==> src/rtl/fbuf_pkg.sv <==
// Shared definitions for the frame-buffer arbiter slice.
//   - default address / pixel widths
//   - grant-state encoding for the arbiter FSM
//   - saturating increment helper for the forced-write counter
package fbuf_pkg;

  localparam int ADDR_W_DEF = 17;
  localparam int DATA_W_DEF = 9;

  // Grant encoding is chosen so that each RAM control output is a single
  // state bit: bit0 = mem_en, bit1 = mem_we, bit2 = vga_miss.
  typedef enum logic [2:0] {
    S_IDLE  = 3'b000,
    S_READ  = 3'b001,
    S_WRITE = 3'b011,
    S_FORCE = 3'b111
  } grant_e;

  localparam logic [15:0] OVF_MAX = 16'hFFFF;

  // Increment a 16-bit counter, holding at all-ones.
  function automatic logic [15:0] sat_inc16(input logic [15:0] v);
    logic [15:0] r;
    if (v == OVF_MAX) begin
      r = v;
    end else begin
      r = v + 16'd1;
    end
    return r;
  endfunction

endpackage

==> src/rtl/fbuf_wfifo.sv <==
// Camera write queue: synchronous FIFO of {addr,data} entries.
// Ports:
//   clk, rst          clock, asynchronous active-high reset (empties queue)
//   push, push_addr,  enqueue one entry (ignored when full)
//   push_data
//   pop               dequeue the head entry (ignored when empty)
//   head_addr/data    current head entry, valid while !empty
//   full, empty       occupancy flags
//   count             occupancy, 0..DEPTH
module fbuf_wfifo
  import fbuf_pkg::*;
#(
  parameter int AW    = ADDR_W_DEF,
  parameter int DW    = DATA_W_DEF,
  parameter int DEPTH = 4
) (
  input  logic                     clk,
  input  logic                     rst,
  input  logic                     push,
  input  logic [AW-1:0]            push_addr,
  input  logic [DW-1:0]            push_data,
  input  logic                     pop,
  output logic [AW-1:0]            head_addr,
  output logic [DW-1:0]            head_data,
  output logic                     full,
  output logic                     empty,
  output logic [$clog2(DEPTH):0]   count
);

  localparam int PTR_W = $clog2(DEPTH);

  // Pointers carry one extra wrap bit so full and empty are distinguishable.
  logic [PTR_W:0]     wr_ptr_r;
  logic [PTR_W:0]     rd_ptr_r;
  logic [AW+DW-1:0]   store_r [DEPTH];
  logic               push_s;
  logic               pop_s;

  assign count     = wr_ptr_r - rd_ptr_r;
  assign full      = (count == (PTR_W+1)'(DEPTH));
  assign empty     = (count == '0);
  assign push_s    = push & ~full;
  assign pop_s     = pop & ~empty;
  assign head_addr = store_r[rd_ptr_r[PTR_W-1:0]][AW+DW-1:DW];
  assign head_data = store_r[rd_ptr_r[PTR_W-1:0]][DW-1:0];

  // Pointer update; reset discards every queued entry.
  always_ff @(posedge clk or posedge rst) begin
    if (rst) begin
      wr_ptr_r <= '0;
      rd_ptr_r <= '0;
    end else begin
      if (push_s) begin
        wr_ptr_r <= wr_ptr_r + (PTR_W+1)'(1);
      end
      if (pop_s) begin
        rd_ptr_r <= rd_ptr_r + (PTR_W+1)'(1);
      end
    end
  end

  // Entry storage; contents only matter while occupied, so no reset.
  always_ff @(posedge clk) begin
    if (push_s) begin
      store_r[wr_ptr_r[PTR_W-1:0]] <= {push_addr, push_data};
    end
  end

endmodule

==> src/rtl/fbuf_arbiter.sv <==
// Frame-buffer RAM arbiter: shares one single-port RAM between the VGA
// scan-out reader (fixed latency, priority) and the camera writer (queued).
// Ports:
//   clk, rst                 clock, asynchronous active-high reset
//   vga_req, vga_addr        read request / address, sampled every cycle
//   vga_q, vga_q_valid       read data, valid MEM_LAT+2 cycles after request
//   vga_miss                 1-cycle pulse when a read slot was taken by a forced write
//   cam_wen, cam_addr,       camera write request; accepted on cam_wen & cam_ready
//   cam_data, cam_ready
//   mem_en, mem_we,          registered RAM strobe / write enable / address / data
//   mem_addr, mem_wdata
//   mem_rdata                RAM read data, MEM_LAT cycles after mem_en
//   ovf_cnt                  saturating count of forced writes
module fbuf_arbiter
  import fbuf_pkg::*;
#(
  parameter int ADDR_W     = ADDR_W_DEF,
  parameter int DATA_W     = DATA_W_DEF,
  parameter int FIFO_DEPTH = 4,
  parameter int MEM_LAT    = 1,
  parameter int STARVE_MAX = 16
) (
  input  logic              clk,
  input  logic              rst,
  input  logic              vga_req,
  input  logic [ADDR_W-1:0] vga_addr,
  output logic [DATA_W-1:0] vga_q,
  output logic              vga_q_valid,
  output logic              vga_miss,
  input  logic              cam_wen,
  input  logic [ADDR_W-1:0] cam_addr,
  input  logic [DATA_W-1:0] cam_data,
  output logic              cam_ready,
  output logic              mem_en,
  output logic              mem_we,
  output logic [ADDR_W-1:0] mem_addr,
  output logic [DATA_W-1:0] mem_wdata,
  input  logic [DATA_W-1:0] mem_rdata,
  output logic [15:0]       ovf_cnt
);

  localparam int CNT_W = $clog2(FIFO_DEPTH) + 1;
  localparam int SC_W  = $clog2(STARVE_MAX) + 1;

  grant_e            state_s;
  grant_e            state_r;
  logic [2:0]        grant_bits_s;
  logic [SC_W-1:0]   starve_s;
  logic [SC_W-1:0]   starve_r;
  logic              pop_s;
  logic              push_s;
  logic [ADDR_W-1:0] head_addr_s;
  logic [DATA_W-1:0] head_data_s;
  logic              fifo_full_s;
  logic              fifo_empty_s;
  logic [CNT_W-1:0]  fifo_count_s;
  logic [CNT_W-1:0]  occ_next_s;
  logic [MEM_LAT:0]  rd_pipe_r;

  assign push_s = cam_wen & cam_ready;

  fbuf_wfifo #(
    .AW    (ADDR_W),
    .DW    (DATA_W),
    .DEPTH (FIFO_DEPTH)
  ) u_wfifo (
    .clk       (clk),
    .rst       (rst),
    .push      (push_s),
    .push_addr (cam_addr),
    .push_data (cam_data),
    .pop       (pop_s),
    .head_addr (head_addr_s),
    .head_data (head_data_s),
    .full      (fifo_full_s),
    .empty     (fifo_empty_s),
    .count     (fifo_count_s)
  );

  // Grant decision for this cycle plus starvation bookkeeping.
  always_comb begin
    state_s  = S_IDLE;
    pop_s    = 1'b0;
    starve_s = '0;
    if (vga_req && fifo_full_s && (starve_r == SC_W'(STARVE_MAX - 1))) begin
      // The queue has been full and blocked long enough: steal this read slot.
      state_s  = S_FORCE;
      pop_s    = 1'b1;
      starve_s = '0;
    end else if (vga_req) begin
      state_s = S_READ;
      if (fifo_full_s) begin
        starve_s = starve_r + SC_W'(1);
      end else begin
        starve_s = '0;
      end
    end else if (!fifo_empty_s) begin
      state_s = S_WRITE;
      pop_s   = 1'b1;
    end else begin
      state_s = S_IDLE;
    end
  end

  // Grant state and starve counter registers.
  always_ff @(posedge clk or posedge rst) begin
    if (rst) begin
      state_r  <= S_IDLE;
      starve_r <= '0;
    end else begin
      state_r  <= state_s;
      starve_r <= starve_s;
    end
  end

  // Strobes come straight from grant-state flop bits (see encoding).
  assign grant_bits_s = state_r;
  assign mem_en       = grant_bits_s[0];
  assign mem_we       = grant_bits_s[1];
  assign vga_miss     = grant_bits_s[2];

  // RAM address / write-data registers; hold their value when idle.
  always_ff @(posedge clk or posedge rst) begin
    if (rst) begin
      mem_addr  <= '0;
      mem_wdata <= '0;
    end else begin
      case (state_s)
        S_READ: begin
          mem_addr <= vga_addr;
        end
        S_WRITE, S_FORCE: begin
          mem_addr  <= head_addr_s;
          mem_wdata <= head_data_s;
        end
        default: begin
          mem_addr  <= mem_addr;
          mem_wdata <= mem_wdata;
        end
      endcase
    end
  end

  // Read tag pipe: bit i set means RAM data for a read lands i cycles from now
  // relative to mem_en; the last stage lines up with mem_rdata.
  always_ff @(posedge clk or posedge rst) begin
    if (rst) begin
      rd_pipe_r <= '0;
    end else begin
      rd_pipe_r[0] <= (state_s == S_READ);
      for (int i = 1; i <= MEM_LAT; i++) begin
        rd_pipe_r[i] <= rd_pipe_r[i-1];
      end
    end
  end

  // Read data capture; vga_q keeps the last delivered pixel between reads.
  always_ff @(posedge clk or posedge rst) begin
    if (rst) begin
      vga_q       <= '0;
      vga_q_valid <= 1'b0;
    end else begin
      vga_q_valid <= rd_pipe_r[MEM_LAT];
      if (rd_pipe_r[MEM_LAT]) begin
        vga_q <= mem_rdata;
      end else begin
        vga_q <= vga_q;
      end
    end
  end

  assign occ_next_s = fifo_count_s + CNT_W'(push_s) - CNT_W'(pop_s);

  // cam_ready tracks next-cycle occupancy, so it drops right after the filling accept.
  always_ff @(posedge clk or posedge rst) begin
    if (rst) begin
      cam_ready <= 1'b1;
    end else begin
      cam_ready <= (occ_next_s != CNT_W'(FIFO_DEPTH));
    end
  end

  // Forced-write counter, saturating.
  always_ff @(posedge clk or posedge rst) begin
    if (rst) begin
      ovf_cnt <= 16'd0;
    end else if (state_s == S_FORCE) begin
      ovf_cnt <= sat_inc16(ovf_cnt);
    end else begin
      ovf_cnt <= ovf_cnt;
    end
  end

endmodule

==> config.mk <==
export PLATFORM = sky130hd
export DESIGN_NAME = fbuf_arbiter
export DESIGN_NICKNAME = d
export VERILOG_FILES = /design/src/rtl/fbuf_pkg.sv /design/src/rtl/fbuf_wfifo.sv /design/src/rtl/fbuf_arbiter.sv
export SDC_FILE = /design/constraint.sdc
export NUM_CORES = 1
export LEC_CHECK = 0
export CAP_MARGIN = 20
export CORE_MARGIN = 2
export CORE_UTILIZATION = 32
export DETAILED_ROUTE_END_ITERATION = 7
export PLACE_DENSITY_LB_ADDON = 0.15
export SLEW_MARGIN = 20
export SYNTH_ARGS = -nofsm -noshare
export SYNTH_HDL_FRONTEND = slang
export SYNTH_SLANG_ARGS = --single-unit
==> constraint.sdc <==
create_clock -name clk -period 9.4 [get_ports clk]
set_clock_uncertainty 0.15 [all_clocks]
set_input_delay 1.41 -clock clk [delete_from_list [all_inputs] [get_ports clk]]
set_output_delay 1.41 -clock clk [all_outputs]
set_load 0.02 [all_outputs]
### After elaboration in Yosys (flattened, before gate mapping)

Memory sizes are Yosys's and may differ from the RTL's.
Cells that the tools add are included.

| cells by class | value |
|---|---|
| equality and inequality tests | 7 |
| reductions and logical operators | 6 |
| mux-type cells | 12 |
| bitwise logic cells | 6 |
| $add $sub $neg | 7 |

Operators with widths:

| operator | count |
|---|---|
| case mux 17 bit (2 select lines) | 1 |
| adder 16 x 1 -> 16 bit, second input constant | 1 |
| == test 16 bit, second input constant | 1 |
| two-way mux 5 bit | 3 |
| adder 3 x 1 -> 3 bit, second input constant | 2 |
| == test 3 bit, second input constant | 2 |
| adder 5 x 1 -> 5 bit, second input constant | 1 |
| == test 5 x 4 -> 1 bit, second input constant | 1 |
| two-way mux 1 bit | 5 |
| two-way mux 2 bit | 2 |
| adder 3 x 1 -> 3 bit | 1 |
| bitwise AND 1 bit | 3 |
| == test 3 x 1 -> 1 bit, second input constant | 1 |
| == test 3 x 2 -> 1 bit, second input constant | 1 |
| logical NOT 3 bit | 1 |
| two-way mux 3 bit | 1 |
| != test 3 bit, second input constant | 1 |
| inverter 1 bit | 3 |
| subtractor 3 x 1 -> 3 bit | 1 |
| subtractor 3 bit | 1 |
| logical AND 1 bit | 2 |
| AND reduction 2 bit | 1 |
| nonzero test 2 bit | 1 |
| OR reduction 2 bit | 1 |

| storage, ports and cells | value |
|---|---|
| output and inout bits | 56 |
| bits in writable memories | 104 |
| input port bits | 56 |
| word-level logic and storage cells | 50 |
| memories kept | 1 |
| register bits | 69 |

Memories:

| memory | words | width | rd ports | clocked after Yosys merged registers in | write ports | line | source |
|---|---|---|---|---|---|---|---|
| u_wfifo.store_r | 4 | 26 | 1 | 0 | 1 | fbuf_wfifo.sv:35 | `logic [AW+DW-1:0] store_r [DEPTH];` |

### Depth between registers and ports, before layout

Gate-level depths: netlist of the first run.

| depth | value |
|---|---|
| word-level depth | 8 |
| mapped depth | 12 |
| mapped depth without buffers | 12 |

### Hierarchy

A second synthesis of the first run with hierarchy kept.

| unflattened totals | value |
|---|---|
| cell total of the unflattened synthesis | 444 |
| area total of the unflattened synthesis | 7,030.5 um^2 |

By module, submodules not included:

| module | area each (um^2) | cells an instance | sequential area each (um^2) | instances |
|---|---|---|---|---|
| fbuf_wfifo | 4,190.3 | 179 | 3,273.1 | 1 |
| fbuf_arbiter | 2,840.2 | 265 | 1,577.8 | 1 |

### Least setup slack after synthesis of the first run

No wires, ideal clock.

| timing | value |
|---|---|
| path kind | reg-to-reg |
| start | register u_wfifo.wr_ptr_r[0] |
| end | register cam_ready |
| library setup time | 0.088 ns |
| data required time | 9.162 ns |
| stages on the path, launching flop included | 13 |
| buffers on the path | 0 |
| slack | 6.261 ns |
| arrival time | 2.901 ns |
| clock period less this slack | 3.139 ns |
| path through | dfrtp_1 > inv_1 > ha_1 > fa_1 > nand2_1 > a2bb2oi_1 > ha_1 > inv_1 > ha_1 > fa_1 > xnor2_1 > xnor2_1 > or3_1 |

| on the way | value |
|---|---|
| cells in the longest elaborated chain, start to end | 7 |
| elaborated cells between the ends (all ways) | 11 |
| those cells by class | add/sub: 3; eq/ne: 2; mux: 3; reduce/logical: 3 |

Ends and longest elaborated chain:

| element | line | source |
|---|---|---|
| from (decl) | fbuf_wfifo.sv:33 | `logic [PTR_W:0] wr_ptr_r;` |
| from (signal assigned) | fbuf_wfifo.sv:54 | `wr_ptr_r <= wr_ptr_r + (PTR_W+1)'(1);` |
| subtractor 3 bit * | fbuf_wfifo.sv:39 | `assign count = wr_ptr_r - rd_ptr_r;` |
| logical NOT 3 bit or == test 3 bit (tied branches) | fbuf_wfifo.sv:41, fbuf_wfifo.sv:40 |  |
| two-way mux 1 bit or logical AND 1 bit (tied branches) | fbuf_arbiter.sv:97, fbuf_arbiter.sv:85 |  |
| two-way mux 1 bit or logical AND 1 bit (tied branches) | fbuf_arbiter.sv:90, fbuf_arbiter.sv:85 |  |
| two-way mux 1 bit | fbuf_arbiter.sv:85 | `if (vga_req && fifo_full_s && (starve_r == SC_W'(STARVE_MAX - 1))) begin` |
| subtractor 3 x 1 -> 3 bit * | fbuf_arbiter.sv:172 | `assign occ_next_s = fifo_count_s + CNT_W'(push_s) - CNT_W'(pop_s);` |
| != test 3 bit * | fbuf_arbiter.sv:179 | `cam_ready <= (occ_next_s != CNT_W'(FIFO_DEPTH));` |
| to (signal assigned) | fbuf_arbiter.sv:179 |  |
| to (decl) | fbuf_arbiter.sv:33 | `output logic cam_ready,` |

Every way passes the cells marked *; elsewhere a longest branch is shown, timed or not.
A chain may end at the register's enable or synchronous reset.

### Worst setup path in the final report of the first run

| timing | value |
|---|---|
| start | register u_wfifo.rd_ptr_r[0] |
| end | register cam_ready |

| on the way | value |
|---|---|
| cells in the longest elaborated chain, start to end | 7 |
| elaborated cells between the ends (all ways) | 11 |
| those cells by class | add/sub: 3; eq/ne: 2; mux: 3; reduce/logical: 3 |

Ends and longest elaborated chain:

| element | line | source |
|---|---|---|
| from (decl) | fbuf_wfifo.sv:34 | `logic [PTR_W:0] rd_ptr_r;` |
| from (signal assigned) | fbuf_wfifo.sv:57 | `rd_ptr_r <= rd_ptr_r + (PTR_W+1)'(1);` |
| subtractor 3 bit * | fbuf_wfifo.sv:39 |  |
| logical NOT 3 bit or == test 3 bit (tied branches) | fbuf_wfifo.sv:41, fbuf_wfifo.sv:40 |  |
| two-way mux 1 bit or logical AND 1 bit (tied branches) | fbuf_arbiter.sv:97, fbuf_arbiter.sv:85 |  |
| two-way mux 1 bit or logical AND 1 bit (tied branches) | fbuf_arbiter.sv:90, fbuf_arbiter.sv:85 |  |
| two-way mux 1 bit | fbuf_arbiter.sv:85 |  |
| subtractor 3 x 1 -> 3 bit * | fbuf_arbiter.sv:172 |  |
| != test 3 bit * | fbuf_arbiter.sv:179 |  |

Marked as above.

==> impl_metrics.tcl, run 1 <==
set metrics [dict create \
    critPathMaxFanout 20 \
    area_growth_pct 30.1 \
    drt-total-wl_microns 13900 \
    drc 0 \
    synth_top_cell_area_share_pct 45.5 \
    synth_cell_type_count 38 \
    cts_tree "yes" \
    fmax_ghz 0.270 \
    timing.final.hold_violations 0 \
    gp_congestion 0.753 \
    r2r-end "cam_ready" \
    antenna_found_initial 0 \
    ctsResizeCount 0 \
    rsz0062_at_grt "false" \
    cts-htree-levels 4 \
    cts_buffers 17 \
    holdPathEnd "rd_pipe_r[1]" \
    holdWs_ps 199 \
    ctsHoldBuffers 0 \
    r2r_slack_ps 5690 \
    drt_iter0_drc 157 \
    syn_avg_cell_area_sq_um 17.2 \
    synth_edf_count 104 \
    timing.rr.start "u_wfifo.rd_ptr_r[0]" \
    powerDensity_nw_per_um2 311 \
    end_kind "register" \
    design.die.area_sq_um 22600 \
    ys_async_sr_fraction_pct 39.9 \
    min_period_over_period_pct 39.5 \
    clk_pin_slew_ps 70 \
    finalCoreUtilization_pct 42.5 \
    drv_cap 0 \
    required_ps 9590 \
    root_buffer "clkbuf_16" \
    start_util_pct 32.7 \
    drive_gt1_share_pct 17.9 \
    final_cell_area_sq_um 8930 \
    hpwlAfterDp_microns 8720 \
    slew_violations 0 \
    firstDrtPassIters 4 \
    syn_inst 400 \
    p_leak_uw 0.00321 \
    cts_setup_buffers 0 \
    worstSkewPairLatency_ps 420 \
    num_antenna_cells 0 \
    synth_area_leaders "edfxtp_1 (45%), dfrtp_1 (25%), mux4_2 (8.5%)" \
    finalSetupViolCount 0 \
    syn_nets 469 \
    grt-ovfl-total 0 \
    critical_path_arrival_ps 3900 \
    ys_ff_latch 173 \
    syn_area_sq_um 6870 \
    yosysTopAreaCell "edfxtp_1" \
    die_h_microns 150 \
    synth_flop_cell "edfxtp_1" \
    wl_per_cell_microns 17.2 \
    core_area_sq_um 21000 \
    antenna_left 0 \
    hp-class "register to register" \
    ff2ff_path_depth 12 \
    clockBufferDepth 2 \
    power_uw 2780 \
    die_x_microns 150 \
    peakVddDrop_v 0.000132 \
    grt_pass1_vias 4039 \
    worstSetupPathType "register to register" \
    cp-start-kind "register" \
    tightest_slew_ps 930 \
    period_minus_slack_ps 3710 \
    cts_sinks 173 \
    yosysSeqAreaShare_pct 70.6 \
    grt_usage_pct 13.0 \
    hold_depth 0 \
    status "finished clean" \
    finalSetupTns_ps 0 \
    hp-start "rd_pipe_r[0]" \
    grt_first_pass_wirelength_microns 22000 \
    vias_per_cell 4.70 \
    nets 587 \
    ys_warn_count 0 \
    grt_max_degree 70 \
    rows 53 \
    critPathLaunch "u_wfifo.rd_ptr_r[0]" \
    relSlewSlack_pct 37.8 \
    placed_area_sq_um 8290 \
    portBuffers 111 \
    num_vias 3785 \
    ios 112 \
]
-- power by group --
part,leakage (uW),internal [uW],switching [uW]
Clock,0.000295,433,300
Combinational,0.00112,470,457
Sequential,0.00180,1020,106
Total,0.00321,1920,862
-- synth_stat cells, drive strengths merged (2+ instances only) --
| cell type | instances |
|---|---|
| edfxtp | 104 |
| nand2 | 8 |
| buf | 8 |
| mux4 | 26 |
| xor2 | 7 |
| nor3 | 2 |
| ha | 11 |
| clkbuf | 6 |
| nand4 | 9 |
| mux2 | 23 |
| inv | 9 |
| a2bb2oi | 2 |
| nor4 | 3 |
| xnor2 | 14 |
| nand3 | 10 |
| or3 | 2 |
| fa | 2 |
| nor2 | 30 |
| nand4b | 2 |
| nor2b | 18 |
| dfrtp | 68 |
| o22ai | 17 |
| and2 | 5 |
| nand3b | 2 |
-- final cells by class --
class | instances | area, sq um
well taps | 275 | 344
clock buffers | 19 | 443
flip-flops and latches | 173 | 4850
clock inverters | 13 | 179
multi-input cells | 203 | 1940
fillers | 1892 | 12100
inverters | 10 | 40.0
repair buffers | 113 | 1140
-- placed cells by master (no fill, tap or decap), drive strengths merged, types with 4 or more instances in the layout --
master / netlist / final
nand2: 8 / 8
clkbuf: 6 / 19
mux2: 23 / 23
xnor2: 14 / 14
clkdlybuf4s50: 0 / 111
nor2: 30 / 30
dfrtp: 68 / 68
xor2: 7 / 7
clkinv: 1 / 4
mux4: 26 / 26
o22ai: 17 / 17
ha: 11 / 11
inv: 9 / 13
nor2b: 18 / 18
and2: 5 / 5
nand3: 10 / 10
edfxtp: 104 / 104
nand4: 9 / 9
-- state kept, by name (all words and copies together), names as in the netlist --
register / cells
u_wfifo.store_r: 104
mem_addr: 17
ovf_cnt: 16
mem_wdata: 9
vga_q: 9
starve_r: 5
grant_bits_s: 3
u_wfifo.rd_ptr_r: 3
u_wfifo.wr_ptr_r: 3
rd_pipe_r: 2
cam_ready: 1
vga_q_valid: 1
-- worst max path at each step --
stage | endpoint | slack, ps
after global placement | cam_ready | 5490
final | cam_ready | 5690
after detailed placement | cam_ready | 5430
after global routing | cam_ready | 5480
after CTS | cam_ready | 5400
after floorplan | grant_bits_s[0] | 6100
-- stage by stage --
step                setup WS [ps]  cells
floorplan                    6100    400
global route                 5480    806
detailed placement           5430    773
global placement             5490    773
CTS                          5400    805
finish                       5690    806
-- worst max-delay path, cell delays in order (launching register included) --
cell and delay (ps):
dfrtp_2 540, buf_12 240, ha_1 220, fa_1 610, nand2_1 220, a2bb2oi_1 180
ha_1 290, inv_1 50, ha_1 200, fa_1 370, xnor2_1 150, xnor2_1 120
or3_1 310
-- cell families after synthesis --
kind of cell	Yosys count	share of synthesized area, %
flip-flops	173	70.6
AND/OR/NAND/NOR	96	7.51
multiplexers	49	12.3
buffers and inverters	24	1.48
XOR/XNOR	23	3.37
AO/OA/AOI/OAI	22	2.11
adder cells (fa/ha/maj)	13	2.59
-- routing by layer --
layer  track usage [%]  vias to the layer above  routed length, microns
met4              3.96                        0                     161
met2              21.2                      110                    6640
met3              3.12                       14                     692
li1                  -                     1755                       -
met1              17.2                     1906                    6370
met5                 0                        -                       0
Power figures use the tool's default switching activity.
==> run 2: changes to the inputs <==
==> constraint.sdc (replaced) <==
create_clock -name clk -period 3.1 [get_ports clk]
set_clock_uncertainty 0.15 [all_clocks]
set_input_delay 0.465 -clock clk [delete_from_list [all_inputs] [get_ports clk]]
set_output_delay 0.465 -clock clk [all_outputs]
set_load 0.02 [all_outputs]
==> run 2 against run 1 <==
Effect of this change: register-to-register slack worse by 5600 ps; highest routed layer is now met5; non-clock buffer count up 21; flip-flop and latch count unchanged; global-route usage fell by 0.075 points.
==> impl_metrics.tcl, run 2 (synthesis gave the netlist of run 1 again) <==
set metrics [dict create \
    finalCoreUtilization_pct 43.4 \
    root_buffer "clkbuf_16" \
    portBuffers 111 \
    hpwlAfterDp_microns 9320 \
    ios 112 \
    min_period_over_period_pct 97.8 \
    p_sw_uw 2600 \
    gp_congestion 0.721 \
    drt_iter0_drc 157 \
    critPathMaxFanout 3 \
    p_comb_share_pct 37.8 \
    clockBufferDepth 2 \
    cts_sinks 173 \
    rows 53 \
    powerDensity_nw_per_um2 942 \
    wl_per_cell_microns 17.1 \
    relSlewSlack_pct 47.8 \
    p_int_uw 5990 \
    period_minus_slack_ps 3030 \
    largest_reg_flops 104 \
    peakVddDrop_v 0.000451 \
    die_x_microns 150 \
    required_ps 3290 \
    ctsHoldBuffers 0 \
    cts-htree-levels 4 \
    clk_pin_slew_ps 60 \
    timing.final.hold_violations 0 \
    antenna_left 0 \
    grt-ovfl-total 0 \
    cts_buffers 17 \
    switching_share_pct 30.3 \
    status "finished clean" \
    grt_pass1_vias 3953 \
    drt-total-wl_microns 14100 \
    grt_max_degree 43 \
    fillers 1885 \
    worstSetupPathType "register to register" \
    vias_per_cell 4.59 \
    start_util_pct 32.7 \
    regArea_sq_um 4850 \
    antenna_found_initial 1 \
    final_common_cell "clkdlybuf4s50_1" \
    drv_cap 0 \
    slew_violations 0 \
    cts_tree "yes" \
    finalSetupViolCount 0 \
    core_area_sq_um 21000 \
    nets 608 \
    pwr-share-seq_pct 38.2 \
    multi_input_area_sq_um 1970 \
    layout_common_cells "clkdlybuf4s50_1 (111), edfxtp_1 (104), dfrtp_1 (66)" \
    num_vias 3792 \
    critical_path_arrival_ps 3220 \
    p_leak_uw 0.00330 \
    grt_first_pass_wirelength_microns 21600 \
    drc 0 \
    num_antenna_cells 0 \
    drive_gt1_share_pct 21.2 \
    firstDrtPassIters 4 \
    tightest_slew_ps 782 \
    hp-class "register to register" \
    finalSetupTns_ps 0 \
    end_kind "register" \
    clockPowerShare_pct 24.0 \
    design.die.area_sq_um 22600 \
    area_growth_pct 32.8 \
    grt_usage_pct 12.9 \
    cp-start-kind "register" \
    worstSkewPairLatency_ps 420 \
    fmax_ghz 0.330 \
    die_h_microns 150 \
]
-- run 2: worst paths after layout --
path                                     start           end  slack (ps)  cells after the start
max                        u_wfifo.rd_ptr_r[0]     cam_ready          70                     11
min                               rd_pipe_r[0]  rd_pipe_r[1]         200                      0
max reg2reg                u_wfifo.rd_ptr_r[0]     cam_ready          70                     11
min reg2reg                       rd_pipe_r[0]  rd_pipe_r[1]         200                      0
max in group asynchronous                  rst     cam_ready        1910                      3
min in group asynchronous                  rst      vga_q[0]         240                      2
-- run 2: cell type report --
class                           instances  share of cell area (%)
Tap cell                              275                    3.77
Clock inverter                          7                   0.974
Multi-Input combinational cell        203                    21.6
Sequential cell                       173                    53.2
Clock buffer                           24                    5.28
Inverter                               10                   0.439
Timing Repair Buffer                  134                    14.8
-- run 2: routing by layer --
metal	routed length, microns	part of all wire, %	vias to the layer above	GRT usage [%]
met2	6740	48	96	20.8
met5	16	0.11	-	0
met4	189	1.3	2	4.81
li1	-	-	1787	-
met3	828	5.9	15	3.67
met1	6310	45	1892	16.6
-- run 2: through the flow --
step	cells	setup slack [ps]	hold slack (ps)	cell area, sq um	total power (uW)
after floorplan	400	8.12	181	6870	5250
after global placement	794	67.9	182	8520	6510
after detailed placement	794	23.9	186	8520	6550
after CTS	825	8.37	200	9090	8650
after global routing	826	-17.5	212	9120	9070
final	826	68.2	198	9120	8590
-- run 2: power by group through the flow --
| stage | clock, uW | sequential [uW] | combinational [uW] |
|---|---|---|---|
| 6_report | 2060 | 3280 | 3250 |
| 4_1_cts | 2120 | 3290 | 3250 |
| 2_1_floorplan | 0 | 3540 | 1710 |
| 3_5_place_dp | 0 | 3330 | 3230 |
| 3_3_place_gp | 0 | 3300 | 3210 |
| 5_1_grt | 2220 | 3340 | 3520 |
-- run 2: timing repair --
action / 4_1_cts / 5_1_grt
setup buffers: 0 / 1
gates resized for setup: 0 / 5
setup endpoints to repair: 0 / 1
-- run 2: critical path, stage by stage, from the launching register on --
cell       delay [ps]
dfrtp_2           420
ha_4              170
fa_2              410
xor3_1            230
a2bb2oi_2         180
ha_1              270
inv_1              50
ha_2              180
fa_2              340
xnor2_1           140
xnor2_1           110
or3_1             300
==> run 3: changes to the inputs <==
--- a/config.mk
+++ b/config.mk
@@ -8,9 +8,11 @@
 export CAP_MARGIN = 20
 export CORE_MARGIN = 2
 export CORE_UTILIZATION = 32
+export CTS_BUF_LIST = sky130_fd_sc_hd__clkbuf_4
 export DETAILED_ROUTE_END_ITERATION = 7
 export PLACE_DENSITY_LB_ADDON = 0.15
 export SLEW_MARGIN = 20
 export SYNTH_ARGS = -nofsm -noshare
 export SYNTH_HDL_FRONTEND = slang
+export SYNTH_HIERARCHICAL = 1
 export SYNTH_SLANG_ARGS = --single-unit
==> run 3 against run 2 <==
Effect of this change: the run now ends with setup timing left; combinational power increased by 8.9%; clock power decreased by 43%; count of clock-buffer cells in the layout decreased by 5; fmax decreased by 6.5%; first-iteration DRC count decreased by 0.64%; power decreased by 7.1%.
==> impl_metrics.tcl, run 3 <==
set metrics [dict create \
    vias_per_cell 4.70 \
    regArea_sq_um 4850 \
    area_growth_pct 27.4 \
    critical_path_arrival_ps 3570 \
    timing.final.hold_violations 0 \
    end_kind "register" \
    drive_gt1_share_pct 20.6 \
    required_ps 3420 \
    ys_ff_latch 173 \
    grt_first_pass_wirelength_microns 23700 \
    tightest_slew_ps 606 \
    core_area_sq_um 21700 \
    gp_congestion 0.761 \
    ys_async_sr_fraction_pct 39.9 \
    wl_per_cell_microns 16.9 \
    syn_avg_cell_area_sq_um 15.8 \
    synth_flop_cell "edfxtp_1" \
    nets 653 \
    fillers 1998 \
    dp_slack_ps -201 \
    yosysTopAreaCell "edfxtp_1" \
    fmax_ghz 0.308 \
    p_leak_uw 0.00335 \
    cts_tree "yes" \
    die_h_microns 152 \
    final_cell_area_sq_um 8950 \
    design.die.area_sq_um 23200 \
    cp_num_buf_inv 4 \
    hpwlAfterDp_microns 9870 \
    firstDrtPassIters 4 \
    cpMostUsedCell "inv_2" \
    cts-htree-levels 4 \
    setup_slack_ps -143 \
    drv_cap 0 \
    layout_common_cells "clkdlybuf4s50_1 (111), edfxtp_1 (104), dfrtp_1 (67)" \
    min_period_over_period_pct 105 \
    drc 0 \
    clockBufferDepth 2 \
    placed_area_sq_um 8660 \
    syn_nets 513 \
    grt-ovfl-total 0 \
    powerDensity_nw_per_um2 892 \
    antenna_found_initial 1 \
    rows 54 \
    peakVddDrop_v 0.000527 \
    clk_pin_slew_ps 130 \
    synth_top_cell_area_share_pct 44.4 \
    ios 112 \
    synth.most_common_cell "edfxtp_1" \
    die_x_microns 152 \
    status "finished, violations left" \
    critPathMaxFanout 3 \
    period_minus_slack_ps 3240 \
    worstSetupPathType "register to register" \
    holdWs_ps 68.2 \
    violations "setup timing" \
    power_uw 7980 \
    cts_sinks 173 \
    drt-total-wl_microns 14800 \
    rsz0062_at_grt "true" \
    num_vias 4124 \
    largest_reg_flops 104 \
    cp-start-kind "register" \
    ys_warn_count 6 \
    slew_violations 0 \
    grt_pass1_vias 4263 \
    cp_cell_sequence "ha_4 > fa_2 > xor3_2 > nand3_2 > inv_2 > nand3_2 > inv_2 > nor2_4 > inv_2 > ha_4 > inv_2 > ha_4 > fa_2 > xnor2_2 > xnor2_1 > or3_1" \
    finalSetupTns_ps -143 \
    worst_path_max_delay_cell "dfrtp_2" \
    start_util_pct 32.4 \
    root_buffer "clkbuf_4" \
    synth_common_cells "edfxtp_1 (104), dfrtp_1 (68), nand2_1 (58), mux4_2 (26), xnor2_1 (21)" \
    cpPeakStageDelay_ps 440 \
    drt_iter0_drc 156 \
    finalSetupViolCount 1 \
    antenna_left 0 \
    cp_top_family "adder cells" \
    grt_usage_pct 13.2 \
    syn_area_sq_um 7030 \
    syn_inst 444 \
    grt_max_degree 45 \
    yosysSeqAreaShare_pct 69.0 \
    synth_cell_type_count 42 \
    synth_edf_count 104 \
    relSlewSlack_pct 59.6 \
    final_common_cell "clkdlybuf4s50_1" \
    multi_input_area_sq_um 2110 \
    synth_area_leaders "edfxtp_1 (44%), dfrtp_1 (24%), mux4_2 (8.3%)" \
    hp-class "input pin to asynchronous set/reset pin" \
    portBuffers 111 \
    cts_buffers 17 \
    worstSkewPairLatency_ps 540 \
]
==> run 3: changes by cell type after synthesis, moves of 10 or more <==
cell	before	now
a31oi_1	0	10
nand2_1	8	58
nor2_1	30	10
o22ai_1	17	0
==> run 3: power by group <==
part           total, uW  leakage (uW)  switching, uW  internal [uW]
registers           3280       0.00180            212           3070
logic               3540       0.00140           1830           1710
clock network       1170      0.000137            810            355
total               7980       0.00335           2850           5130
==> run 3: cell families (layout without fill, tap and decap cells) <==
| group | Yosys count | count (layout) | share of synthesized area (%) |
|---|---|---|---|
| multiplexers | 48 | 48 | 11.8 |
| AND/OR/NAND/NOR | 114 | 114 | 8.04 |
| other | 0 | 1 | 0 |
| AO/OA/AOI/OAI | 37 | 37 | 3.40 |
| adder cells (fa/ha/maj) | 13 | 13 | 2.53 |
| buffers and inverters | 35 | 188 | 2.05 |
| XOR/XNOR | 24 | 24 | 3.22 |
| flip-flops | 173 | 173 | 69.0 |
==> run 3: area by class of cell <==
class / instances / share of cell area [%]
multi-input cells: 236 / 23.5
flip-flops and latches: 173 / 54.2
well taps: 280 / 3.91
inverters: 19 / 0.796
clock buffers: 19 / 1.59
clock inverters: 13 / 1.24
repair buffers: 137 / 14.7
diodes: 1 / 0.0279
==> run 3: stage by stage <==
step	std cells	util [%]
2_1_floorplan	444	-
3_3_place_gp	844	39.9
3_5_place_dp	844	39.9
4_1_cts	876	41.2
5_1_grt	878	41.3
6_report	878	41.3
==> run 3: final timing paths <==
| kind | from | endpoint | slack (ps) | cells after the start |
|---|---|---|---|---|
| worst max register to register | u_wfifo/rd_ptr_r[0] | cam_ready | -140 | 16 |
| worst min register to register | rd_pipe_r[0] | rd_pipe_r[1] | 230 | 0 |
| min in group clk | rd_pipe_r[0] | rd_pipe_r[1] | 230 | 0 |
| max in group asynchronous | rst | cam_ready | 1940 | 3 |
| worst max-delay path | u_wfifo/rd_ptr_r[0] | cam_ready | -140 | 16 |
| worst min-delay path | rst | u_wfifo/wr_ptr_r[0] | 70 | 2 |
==> run 3: per-layer routing <==
layer | global-route usage (%) | share of wire (%)
met5 | 0 | 0
met4 | 4.45 | 1.3
met1 | 17.1 | 46
met3 | 3.50 | 4.7
met2 | 21.6 | 48
==> run 3: repair_timing <==
item                                    4_1_cts  5_1_grt
buffers inserted                              0        1
gates resized for setup                       4        1
hold buffers                                  0        0
pin swaps                                     0        3
endpoints found under the setup margin        1        1
